`src/rtl/bit_serial_add_ctrl.sv`:
```
// Bit-serial WIDTH-bit adder/subtractor controller driving one external 1-bit
// full-adder cell (prop/gen/sout), LSB first, one bit per clock.
module bit_serial_add_ctrl #(
    parameter int WIDTH = 8
) (
    input  logic             clk,
    input  logic             rst,
    input  logic             start,
    input  logic             sub,
    input  logic [WIDTH-1:0] a,
    input  logic [WIDTH-1:0] b,
    output logic             busy,
    output logic             done,
    output logic [WIDTH-1:0] sum,
    output logic             cout,
    output logic             ovf,
    output logic             fa_a,
    output logic             fa_b,
    output logic             fa_cin,
    input  logic             fa_prop,
    input  logic             fa_gen,
    input  logic             fa_sout
);

    localparam int CW = (WIDTH > 1) ? $clog2(WIDTH) : 1;
    localparam logic [CW-1:0] CNT_LAST = CW'(WIDTH - 1);

    typedef enum logic [1:0] {
        S_IDLE = 2'd0,
        S_RUN  = 2'd1,
        S_DONE = 2'd2
    } state_t;

    state_t           state_q, state_d;
    logic [WIDTH-1:0] opa_q, opa_d;
    logic [WIDTH-1:0] opb_q, opb_d;
    logic [WIDTH-1:0] res_q, res_d;
    logic [WIDTH-1:0] sum_q, sum_d;
    logic [CW-1:0]    cnt_q, cnt_d;
    logic             carry_q, carry_d;
    logic             cout_q, cout_d;
    logic             ovf_q, ovf_d;
    logic             carry_next;
    logic [WIDTH-1:0] res_next;

    // Cell inputs depend only on flops, so the external cell never closes a loop.
    assign fa_a   = (state_q == S_RUN) & opa_q[0];
    assign fa_b   = (state_q == S_RUN) & opb_q[0];
    assign fa_cin = (state_q == S_RUN) & carry_q;

    assign busy = (state_q == S_RUN);
    assign done = (state_q == S_DONE);
    assign sum  = sum_q;
    assign cout = cout_q;
    assign ovf  = ovf_q;

    assign carry_next = fa_gen | (fa_prop & carry_q);
    assign res_next   = {fa_sout, res_q[WIDTH-1:1]};

    // Next-state and datapath update for the serial add sequence.
    always_comb begin
        state_d = state_q;
        opa_d   = opa_q;
        opb_d   = opb_q;
        res_d   = res_q;
        sum_d   = sum_q;
        cnt_d   = cnt_q;
        carry_d = carry_q;
        cout_d  = cout_q;
        ovf_d   = ovf_q;
        case (state_q)
            S_IDLE: begin
                if (start) begin
                    opa_d   = a;
                    opb_d   = b ^ {WIDTH{sub}};
                    carry_d = sub;
                    cnt_d   = '0;
                    state_d = S_RUN;
                end else begin
                    state_d = S_IDLE;
                end
            end
            S_RUN: begin
                res_d   = res_next;
                carry_d = carry_next;
                opa_d   = opa_q >> 1;
                opb_d   = opb_q >> 1;
                cnt_d   = cnt_q + CW'(1);
                // carry_q here is the carry into the MSB; carry_next is out of it.
                if (cnt_q == CNT_LAST) begin
                    sum_d   = res_next;
                    cout_d  = carry_next;
                    ovf_d   = carry_q ^ carry_next;
                    state_d = S_DONE;
                end else begin
                    state_d = S_RUN;
                end
            end
            S_DONE: begin
                state_d = S_IDLE;
            end
            default: begin
                state_d = S_IDLE;
            end
        endcase
    end

    // State register with synchronous reset.
    always_ff @(posedge clk) begin
        if (rst) begin
            state_q <= S_IDLE;
            opa_q   <= '0;
            opb_q   <= '0;
            res_q   <= '0;
            sum_q   <= '0;
            cnt_q   <= '0;
            carry_q <= 1'b0;
            cout_q  <= 1'b0;
            ovf_q   <= 1'b0;
        end else begin
            state_q <= state_d;
            opa_q   <= opa_d;
            opb_q   <= opb_d;
            res_q   <= res_d;
            sum_q   <= sum_d;
            cnt_q   <= cnt_d;
            carry_q <= carry_d;
            cout_q  <= cout_d;
            ovf_q   <= ovf_d;
        end
    end

endmodule

```
`config.mk`:
```
export PLATFORM = sky130hd
export DESIGN_NAME = bit_serial_add_ctrl
export DESIGN_NICKNAME = d
export VERILOG_FILES = /design/src/rtl/bit_serial_add_ctrl.sv
export SDC_FILE = /design/constraint.sdc
export NUM_CORES = 1
export LEC_CHECK = 0
export ABC_CLOCK_PERIOD_IN_PS = 1600
export CAP_MARGIN = 20
export CORE_UTILIZATION = 49
export CTS_CLUSTER_SIZE = 14
export DETAILED_ROUTE_END_ITERATION = 10
export GPL_ROUTABILITY_DRIVEN = 0
export PLACE_DENSITY = 0.89
export SYNTH_ARGS = -nofsm -noshare
export SYNTH_HDL_FRONTEND = slang
export SYNTH_SLANG_ARGS = --single-unit
export TNS_END_PERCENT = 100
```
`constraint.sdc`:
```
create_clock -name clk -period 1.6 [get_ports clk]
set_input_delay 0.4 -clock clk [delete_from_list [all_inputs] [get_ports clk]]
set_output_delay 0.4 -clock clk [all_outputs]
set_load 0.05 [all_outputs]
```
; ---- Word-level counts from Yosys, hierarchy flattened
; Cells that the tools add are included.
[classes]
add_sub_neg = 1
n_eq_ne = 4
n_mux = 11
bitwise_logic = 7
n_reduce_logical = 4
[op_table]
columns = op, count
row1 = $pmux W8 S2, 2
row2 = $mux W8, 2
row3 = $xor A8 B8 Y8, 1
row4 = $pmux W3 S2, 1
row5 = $and A1 B1 Y1, 4
row6 = $pmux W2 S2, 1
row7 = $reduce_and A2 Y1, 2
row8 = $add A3 B1 Y3 const B, 1
row9 = $eq A3 B3 Y1 const B, 1
row10 = $mux W3, 1
row11 = $eq A2 B1 Y1 const B, 1
row12 = $eq A2 B2 Y1 const B, 1
row13 = $logic_not A2 Y1, 1
row14 = $mux W1, 2
row15 = $mux W2, 1
row16 = $ne A2 B2 Y1 const B, 1
row17 = $pmux W1 S2, 1
row18 = $reduce_bool A2 Y1, 1
row19 = $or A1 B1 Y1, 1
row20 = $xor A1 B1 Y1, 1
[totals]
register_bits = 40
inputBits = 23
output_inout_bits = 15
wordCells = 36

; ---- Longest topological paths before layout
; Gate-level depths: netlist of run 1.
[logic_depth]
depth_word = 3
mapped_depth = 6
mapped_depth_nobuf = 5

; ---- Worst setup path before layout of run 1
; Ideal clock, no wire load.
[synth_path]
path_type = register -> output
start = register state_q[0]
end = output fa_a
arrival_ps = 1445
t_required_ps = 1200
slack_ps = -245
path_stages_with_launch = 6
path_buffers = 2
cell_sequence = dfxtp_1 buf_4 nand2b_4 inv_2 buf_2 and2_1
[synth_via]
elab_chain_cells = 2
[synth_rtl]
columns = item, line_no
row1 = from (decl), 34  ; state_t state_q, state_d;
row2 = from (signal assigned), 121  ; state_q <= state_d;
row3 = $eq A2 B1 Y1, -
row4 = via busy, 12  ; output logic busy,
row5 = $and A1 B1 Y1, 47  ; assign fa_a = (state_q == S_RUN) & opa_q[0];
row6 = to (decl), 17  ; output logic fa_a,
; The timed path passes the listed nets, and every way through them passes these cells.

; ---- Final worst setup path of run 1
[layout_path]
start = register state_q[1]
end = output fa_cin
[layout_via]
elab_chain_cells = 2
[layout_rtl]
columns = item, line_no
row1 = $eq A2 B1 Y1, 49  ; assign fa_cin = (state_q == S_RUN) & carry_q;
row2 = $and A1 B1 Y1, 49
row3 = to (decl), 19  ; output logic fa_cin,
; No other way between the ends.

==> results of run 1 <==
[how the worst max path moves through the flow]
stage | depth (start not counted) | to | slack, ns | from
2_1_floorplan | 5 | fa_a | -0.007 | state_q[0]
3_3_place_gp | 4 | cnt_q[1] | -0.05 | start
3_5_place_dp | 4 | cnt_q[1] | -0.11 | start
4_1_cts | 4 | fa_b | -0.004 | state_q[1]
5_1_grt | 4 | fa_cin | -0.04 | state_q[1]
6_report | 4 | fa_cin | 0.02 | state_q[1]
[synth_stat cells]
master,count
sky130_fd_sc_hd__clkbuf_1,4
sky130_fd_sc_hd__a2bb2oi_1,1
sky130_fd_sc_hd__nor2b_1,2
sky130_fd_sc_hd__nand2b_4,1
sky130_fd_sc_hd__nand2b_1,1
sky130_fd_sc_hd__nor3b_1,1
sky130_fd_sc_hd__mux2i_1,1
sky130_fd_sc_hd__inv_2,1
sky130_fd_sc_hd__nand2_1,42
sky130_fd_sc_hd__o22ai_1,7
sky130_fd_sc_hd__nand3_1,3
sky130_fd_sc_hd__nor3b_2,1
sky130_fd_sc_hd__nand3b_1,1
sky130_fd_sc_hd__o21ba_1,1
sky130_fd_sc_hd__a211oi_1,7
sky130_fd_sc_hd__buf_2,4
sky130_fd_sc_hd__nor3_1,2
sky130_fd_sc_hd__o21a_1,1
sky130_fd_sc_hd__and3b_1,1
sky130_fd_sc_hd__buf_6,3
sky130_fd_sc_hd__nor2_1,13
sky130_fd_sc_hd__a22oi_1,8
sky130_fd_sc_hd__xnor2_1,7
sky130_fd_sc_hd__ha_1,2
sky130_fd_sc_hd__or3b_1,1
sky130_fd_sc_hd__o21bai_4,1
sky130_fd_sc_hd__a21oi_1,26
sky130_fd_sc_hd__buf_4,2
sky130_fd_sc_hd__and2_1,3
sky130_fd_sc_hd__xor2_1,1
sky130_fd_sc_hd__a311oi_1,1
sky130_fd_sc_hd__dfxtp_1,39
[final cells by class]
type                    instances  share of cell area
clock buffers                   8             0.02941
inverters                       1            0.004813
multi-input cells             136              0.3369
flip-flops and latches         39              0.3348
well taps                      44             0.02353
repair buffers                 52              0.2706
[layout by cell type, fill, tap and decap left out]
master / count
sky130_fd_sc_hd__nor2_1: 13
sky130_fd_sc_hd__inv_8: 1
sky130_fd_sc_hd__and2_4: 3
sky130_fd_sc_hd__o21a_1: 1
sky130_fd_sc_hd__a311oi_1: 1
sky130_fd_sc_hd__clkdlybuf4s50_1: 22
sky130_fd_sc_hd__a2bb2oi_1: 1
sky130_fd_sc_hd__nor2b_1: 1
sky130_fd_sc_hd__a211oi_1: 7
sky130_fd_sc_hd__xor2_1: 1
sky130_fd_sc_hd__nand2_1: 42
sky130_fd_sc_hd__xnor2_1: 7
sky130_fd_sc_hd__nor2b_4: 1
sky130_fd_sc_hd__buf_12: 15
sky130_fd_sc_hd__nand3b_1: 1
sky130_fd_sc_hd__mux2i_1: 1
sky130_fd_sc_hd__nor3_1: 2
sky130_fd_sc_hd__nor3b_2: 1
sky130_fd_sc_hd__or3b_1: 1
sky130_fd_sc_hd__nand2b_1: 1
sky130_fd_sc_hd__o22ai_1: 7
sky130_fd_sc_hd__and3b_1: 1
sky130_fd_sc_hd__clkbuf_8: 2
sky130_fd_sc_hd__a21oi_1: 26
sky130_fd_sc_hd__clkbuf_4: 5
sky130_fd_sc_hd__clkbuf_1: 1
sky130_fd_sc_hd__o21ba_1: 1
sky130_fd_sc_hd__nand3_1: 3
sky130_fd_sc_hd__dfxtp_1: 37
sky130_fd_sc_hd__nand2b_4: 1
sky130_fd_sc_hd__dfxtp_2: 2
sky130_fd_sc_hd__buf_4: 15
sky130_fd_sc_hd__ha_1: 2
sky130_fd_sc_hd__a22oi_1: 8
sky130_fd_sc_hd__o21bai_4: 1
sky130_fd_sc_hd__nor3b_1: 1
[routing by layer]
layer | vias up | GRT usage
li1 | 741 | -
met1 | 686 | 0.2507
met2 | 39 | 0.3841
met3 | 4 | 0.06926
met4 | 0 | 0.05980
met5 | - | 0
[logic make-up (layout without fill, tap and decap cells)]
kind of cell    count (synthesis)  after routing
flops                          39             39
buf+inv                        14             61
mux                             1              1
xor+xnor                        8              8
compound gates                 53             53
fa+ha+maj                       2              2
simple gates                   72             72
[power by group through the flow]
stage / logic (W) / clock network [W] / registers [W]
CTS: 0.000315 / 0.000578 / 0.00104
detailed placement: 0.000301 / 0 / 0.00106
floorplan: 0.000192 / 0 / 0.00105
global route: 0.000345 / 0.000619 / 0.00105
global placement: 0.000293 / 0 / 0.00106
finish: 0.000315 / 0.000565 / 0.00104
[repair_timing]
| action | CTS | global route |
|---|---|---|
| cloned | 0 | 0 |
| hold buffers | 0 | 0 |
| resized for setup | 8 | 2 |
| setup endpoints to repair | 5 | 5 |
| setup buffers | 2 | 0 |
| pin swaps | 2 | 0 |
[registers in the layout, summed over array words and instances (netlist names)]
name / count
state_q: 2
opb_q: 8
ovf: 1
sum: 8
carry_q: 1
cnt_q: 3
cout: 1
res_q: 7
opa_q: 8
[through the flow]
step	worst slack (ns)	total power (W)	std cells	cell area (sq um)	hold WS (ns)
2_1_floorplan	-0.007091	0.001246	189	1648	0.4322
5_1_grt	-0.04069	0.002010	280	2340	0.4976
6_report	0.01764	0.001920	280	2340	0.4700
3_3_place_gp	-0.05480	0.001352	270	2235	0.4405
4_1_cts	-0.003783	0.001931	280	2333	0.4749
3_5_place_dp	-0.1123	0.001362	270	2235	0.4597
[tightest hold or removal path, cell delays in order, from the launching register on]
cell                      delay (ns)
sky130_fd_sc_hd__dfxtp_1        0.33
sky130_fd_sc_hd__nand2_1        0.05
sky130_fd_sc_hd__a21oi_1        0.05
==> flow_summary_export.csv, run 1 <==
group,metric,value,unit
sta,finalSetupTns,0,ns
synthesis,synth_adder_area_share,0.01524,
sta,final_setup_skew,0.01013,ns
global_routing,grt_antenna_before_repair,0,
floorplan,fp.coreArea,3128,sq um
floorplan,top_level_ports,38,
floorplan,initial_utilization,0.5248,
synthesis,syn-mean-instance-area,8.686,sq um
setup_path,cp-end-kind,"output port",
floorplan,fp.dieW,59.88,um
floorplan,fp-row-count,20,
global_routing,grt.overflow.total,0,
drt,antenna_left,0,
clock_tree,ctsLongestPathBuffers,2,
drt,drt-met1-wl,1.385,mm
setup_path,critical_path.reg2reg.endpoint,"ovf",
pwr,clkPwrFrac,0.294,
clock_tree,clkSlewWorstSetupHoldPaths,0.10,ns
outcome,outcome,"finished, final reports clean",
drt,highest-signal-layer,"met4",
cells_and_area,layout.filler_cells,212,
sta,slew_headroom,0.7444,
synthesis,yosysWarningCount,0,
pwr,p_leak,0.8753,nW
synthesis,synth-compound-area-share,0.2073,
setup_path,worstSetupPathType,"register to output port",
sta,timing.fmax,632.0,MHz
clock_tree,cts.sinks,39,
sta,tightestPinTransition,0.3824,ns
place,port-buffer-count,37,
synthesis,postSynthNetCount,214,
setup_path,worstPathRequired,1.20,ns
pwr,p_per_area,820.5,nW/um^2
pwr,power.internal,0.001434,W
sta,maxSlewViolCount,0,
clock_tree,tritoncts,"done",
setup_path,r2r.worst_path.cells,6,
synthesis,synth.ff_latch_count,39,
setup_path,worst_r2r_startpoint,"cnt_q[0]",
sta,fin_crit_sh,0.9890,
synthesis,post_synth_main_area_contributors,"sky130_fd_sc_hd__dfxtp_1, sky130_fd_sc_hd__nand2_1, sky130_fd_sc_hd__a21oi_1, sky130_fd_sc_hd__xnor2_1, sky130_fd_sc_hd__a22oi_1",
cells_and_area,area.growth.synth_to_final,42.53,%
clock_tree,clock-root-buffer,"sky130_fd_sc_hd__clkbuf_4",
clock_tree,numCtsBuffers,5,
global_routing,wire_length_of_the_first_global_routing_pass,5.802,mm
synthesis,yosys.area_share.xor_xnor,0.04268,
setup_path,critical_path.cell_chain,"nand2b_4, inv_8, and2_4, buf_12",
drt,initial_detailed_routing_violation_count,84,
setup_path,critical_path_arrival,1.18,ns
drt,drc,0,
hold_path,path_type_of_the_worst_min_delay_path,"register to register",
cells_and_area,layout_cells_sized_above_1,0.1992,
synthesis,yosysTopAreaCellShare,0.4756,
drt,routed_wl,3.280,mm
pwr,vdd_ir_drop_max,0.6741,mV
setup_path,timing.reg2reg.setup_slack,0.20,ns
synthesis,synthDistinctLibCells,32,
drt,route.detailed.wl_per_inst,11.71,um
clock_tree,worstSkewPairLatency,0.35,ns
floorplan,die-area,3586,sq um
synthesis,synthSimpleGateAreaFrac,0.1997,
setup_path,cp_max_fo,6,
hold_path,min-delay-start,"res_q[1]",
synthesis,synth.mux.area_fraction,0.006098,
synthesis,synth-seq-area-share,0.4756,
drt,vias,1470,
setup_path,start_kind,"register",
global_routing,groute.usage.overall,0.2174,
hold_path,min_delay_path_depth,2,
pwr,power_switching_share,0.2530,
drt,met3WireLength,159,um
global_routing,maximum_number_of_pins_on_one_net_before_global_route_repair,24,
cells_and_area,seqCellArea,783.3,sq um
flow_run,max_cap_violations,0,
place,detailedPlacementHpwl,2.387,mm
sta,period_minus_slack,1.582,ns
pwr,power.share.sequential,0.542,
setup_path,crit_buf_inv,2,
synthesis,netlist_area,1642,sq um
synthesis,largest_family_of_logic_cells_by_synthesized_area,"compound AO/OA/AOI/OAI gates",
hold_path,whs_endpoint,"sum[0]",
setup_path,crit_family,"flip-flops",
drt,routed-wl-met2,1.702,mm
cells_and_area,finish.utilization,0.7480,
cells_and_area,antennaDiodeCount,0,
synthesis,synth.largest_area_cell,"sky130_fd_sc_hd__dfxtp_1",
pwr,power_spent_charging_and_discharging_nets,0.0004858,W
drt,vias_per_cell,5.250,
drt,drt_pre_antenna_iters,4,
setup_path,crit_path_max_incr_delay,0.33,ns
clock_tree,htree_levels,2,
sta,timing.final.hold_violations,0,
setup_path,worst_path_max_delay_cell,"sky130_fd_sc_hd__dfxtp_2",
pwr,power.combinational.fraction,0.164,
synthesis,netlist_instances,189,
cells_and_area,area_of_the_multi_input_gates,788.3,sq um
sta,setup_viol,0,
floorplan,die_height,59.88,um
cells_and_area,fin_nets,260,
sta,rsz_0062_raised_after_global_routing,"true",
global_routing,first_global_vias,1350,
No activity file was read; power rests on OpenSTA's default activity.
==> run 2: changes to the inputs <==
==> constraint.sdc (replaced) <==
create_clock -name clk -period 1.6 [get_ports clk]
set_input_delay 0.4 -clock clk [delete_from_list [all_inputs] [get_ports clk]]
set_output_delay 0.4 -clock clk [all_outputs]
set_load 0.005 [all_outputs]
==> flow_summary_export.csv, run 2 (synthesis results as in run 1) <==
group,metric,value,unit
outcome,outcome,"complete, but fails checks",
outcome,violated_checks,"negative setup slack",
pwr,fin_total_pwr,0.001912,W
global_routing,groute.usage.overall,0.2159,
cells_and_area,layout_cells_sized_above_1,0.2213,
setup_path,critical_path.cell_chain,"nand2b_4, inv_6, buf_6, and2_4, buf_6",
floorplan,top_level_ports,38,
clock_tree,worstSkewPairLatency,0.34,ns
global_routing,grt.overflow.total,0,
cells_and_area,finish.utilization,0.7296,
place,detailedPlacementHpwl,2.344,mm
setup_path,cp-end-kind,"output port",
sta,finalSetupTns,-0.03149,ns
floorplan,fp-row-count,20,
sta,final_critical_path_setup_slack,-0.03149,ns
drt,highest-signal-layer,"met4",
place,port-buffer-count,37,
pwr,p_leak,1.019,nW
sta,timing.fmax,612.9,MHz
drt,routed_wl,3.534,mm
global_routing,wire_length_of_the_first_global_routing_pass,5.727,mm
setup_path,worst_path_max_delay_cell,"sky130_fd_sc_hd__dfxtp_2",
floorplan,fp.coreArea,3128,sq um
cells_and_area,mostFrequentLayoutCell,"sky130_fd_sc_hd__nand2_1",
setup_path,cp_max_fo,5,
drt,initial_detailed_routing_violation_count,86,
sta,slew_headroom,0.7895,
clock_tree,numCtsBuffers,5,
sta,maxSlewViolCount,0,
sta,timing.final.hold_violations,0,
cells_and_area,mostFrequentLayoutCells,"sky130_fd_sc_hd__nand2_1, sky130_fd_sc_hd__dfxtp_1, sky130_fd_sc_hd__a21oi_1",
global_routing,maximum_number_of_pins_on_one_net_before_global_route_repair,31,
floorplan,die_height,59.88,um
setup_path,timing.critical_path.mode_cell,"sky130_fd_sc_hd__buf_6",
global_routing,grt_antenna_before_repair,0,
pwr,p_per_area,837.8,nW/um^2
clock_tree,clock-root-buffer,"sky130_fd_sc_hd__clkbuf_4",
global_routing,first_global_vias,1345,
hold_path,path_type_of_the_worst_min_delay_path,"register to register",
drt,drt_pre_antenna_iters,4,
drt,route.detailed.wl_per_inst,12.27,um
sta,tightestPinTransition,0.3157,ns
floorplan,fp.dieW,59.88,um
clock_tree,htree_levels,2,
clock_tree,cts.sinks,39,
sta,setup_viol,1,
sta,fin_crit_sh,1.020,
setup_path,crit_buf_inv,3,
drt,antenna_left,0,
setup_path,crit_family,"flip-flops",
pwr,vdd_ir_drop_max,0.5703,mV
drt,drc,0,
cells_and_area,fin_nets,268,
drt,routed-wl-met2,1.874,mm
setup_path,crit_path_max_incr_delay,0.34,ns
floorplan,die-area,3586,sq um
clock_tree,tritoncts,"done",
cells_and_area,area.growth.synth_to_final,39.02,%
floorplan,initial_utilization,0.5248,
cells_and_area,antennaDiodeCount,0,
cells_and_area,finalInstanceArea,2282,sq um
flow_run,max_cap_violations,0,
drt,vias,1483,
setup_path,critical_path_arrival,1.23,ns
sta,period_minus_slack,1.631,ns
place,detailed_place.area,2101,sq um
drt,vias_per_cell,5.149,
clock_tree,ctsLongestPathBuffers,2,
setup_path,worstPathRequired,1.20,ns
setup_path,start_kind,"register",
drt,met3WireLength,163,um
clock_tree,clkSlewWorstSetupHoldPaths,0.11,ns
drt,drt-met1-wl,1.469,mm
sta,rsz_0062_raised_after_global_routing,"true",
sta,final_setup_skew,0.004895,ns
setup_path,worstSetupPathType,"register to output port",
run 2: layout make-up:
cell class / instances / area [sq um]
Clock buffer: 8 / 68.82
Tap cell: 44 / 55.05
Inverter: 1 / 8.758
Timing Repair Buffer: 60 / 568.0
Multi-Input combinational cell: 136 / 785.8
Fill cell: 255 / 845.8
Sequential cell: 39 / 795.8
run 2: tightest hold or removal path: stages, from the launching register on:
cell and delay [ns]:
sky130_fd_sc_hd__dfxtp_2 0.33, sky130_fd_sc_hd__nand2_1 0.04, sky130_fd_sc_hd__a21oi_1 0.05
run 2: metal layers:
metal	vias up	track usage
li1	763	-
met1	681	0.2379
met2	37	0.3905
met3	2	0.06926
met4	0	0.06645
met5	-	0
run 2: stage by stage:
stage / std cells / hold slack, ns / setup WS (ns)
after global placement: 271 / 0.4409 / -0.08562
final: 288 / 0.4562 / -0.03149
after CTS: 283 / 0.4612 / -0.05081
after detailed placement: 271 / 0.4485 / -0.1103
after floorplan: 189 / 0.4321 / 0.2405
after global routing: 288 / 0.4692 / -0.08854
run 2: worst paths after layout:
kind	startpoint	endpoint	slack, ns	depth (start not counted)
worst min register to register	sum[7]	sum[7]	0.46	2
worst min-delay path	sum[7]	sum[7]	0.46	2
worst max-delay path	state_q[1]	fa_cin	-0.03	5
worst max register to register	cnt_q[0]	sum[6]	0.19	6
run 2: what timing repair did:
action,4_1_cts,5_1_grt
endpoints found under the setup margin,14,12
gates resized for setup,38,11
hold buffers,0,0
endpoints found under the hold margin,0,0
buffers inserted,4,5
pin swaps,0,1
run 2: power breakdown:
group / leakage (nW) / internal (W) / switching [W] / total [W]
Clock: 0.0386 / 0.000259 / 0.000312 / 0.000571
Combinational: 0.656 / 0.000161 / 0.000138 / 0.000299
Sequential: 0.324 / 0.00101 / 0.0000278 / 0.00104
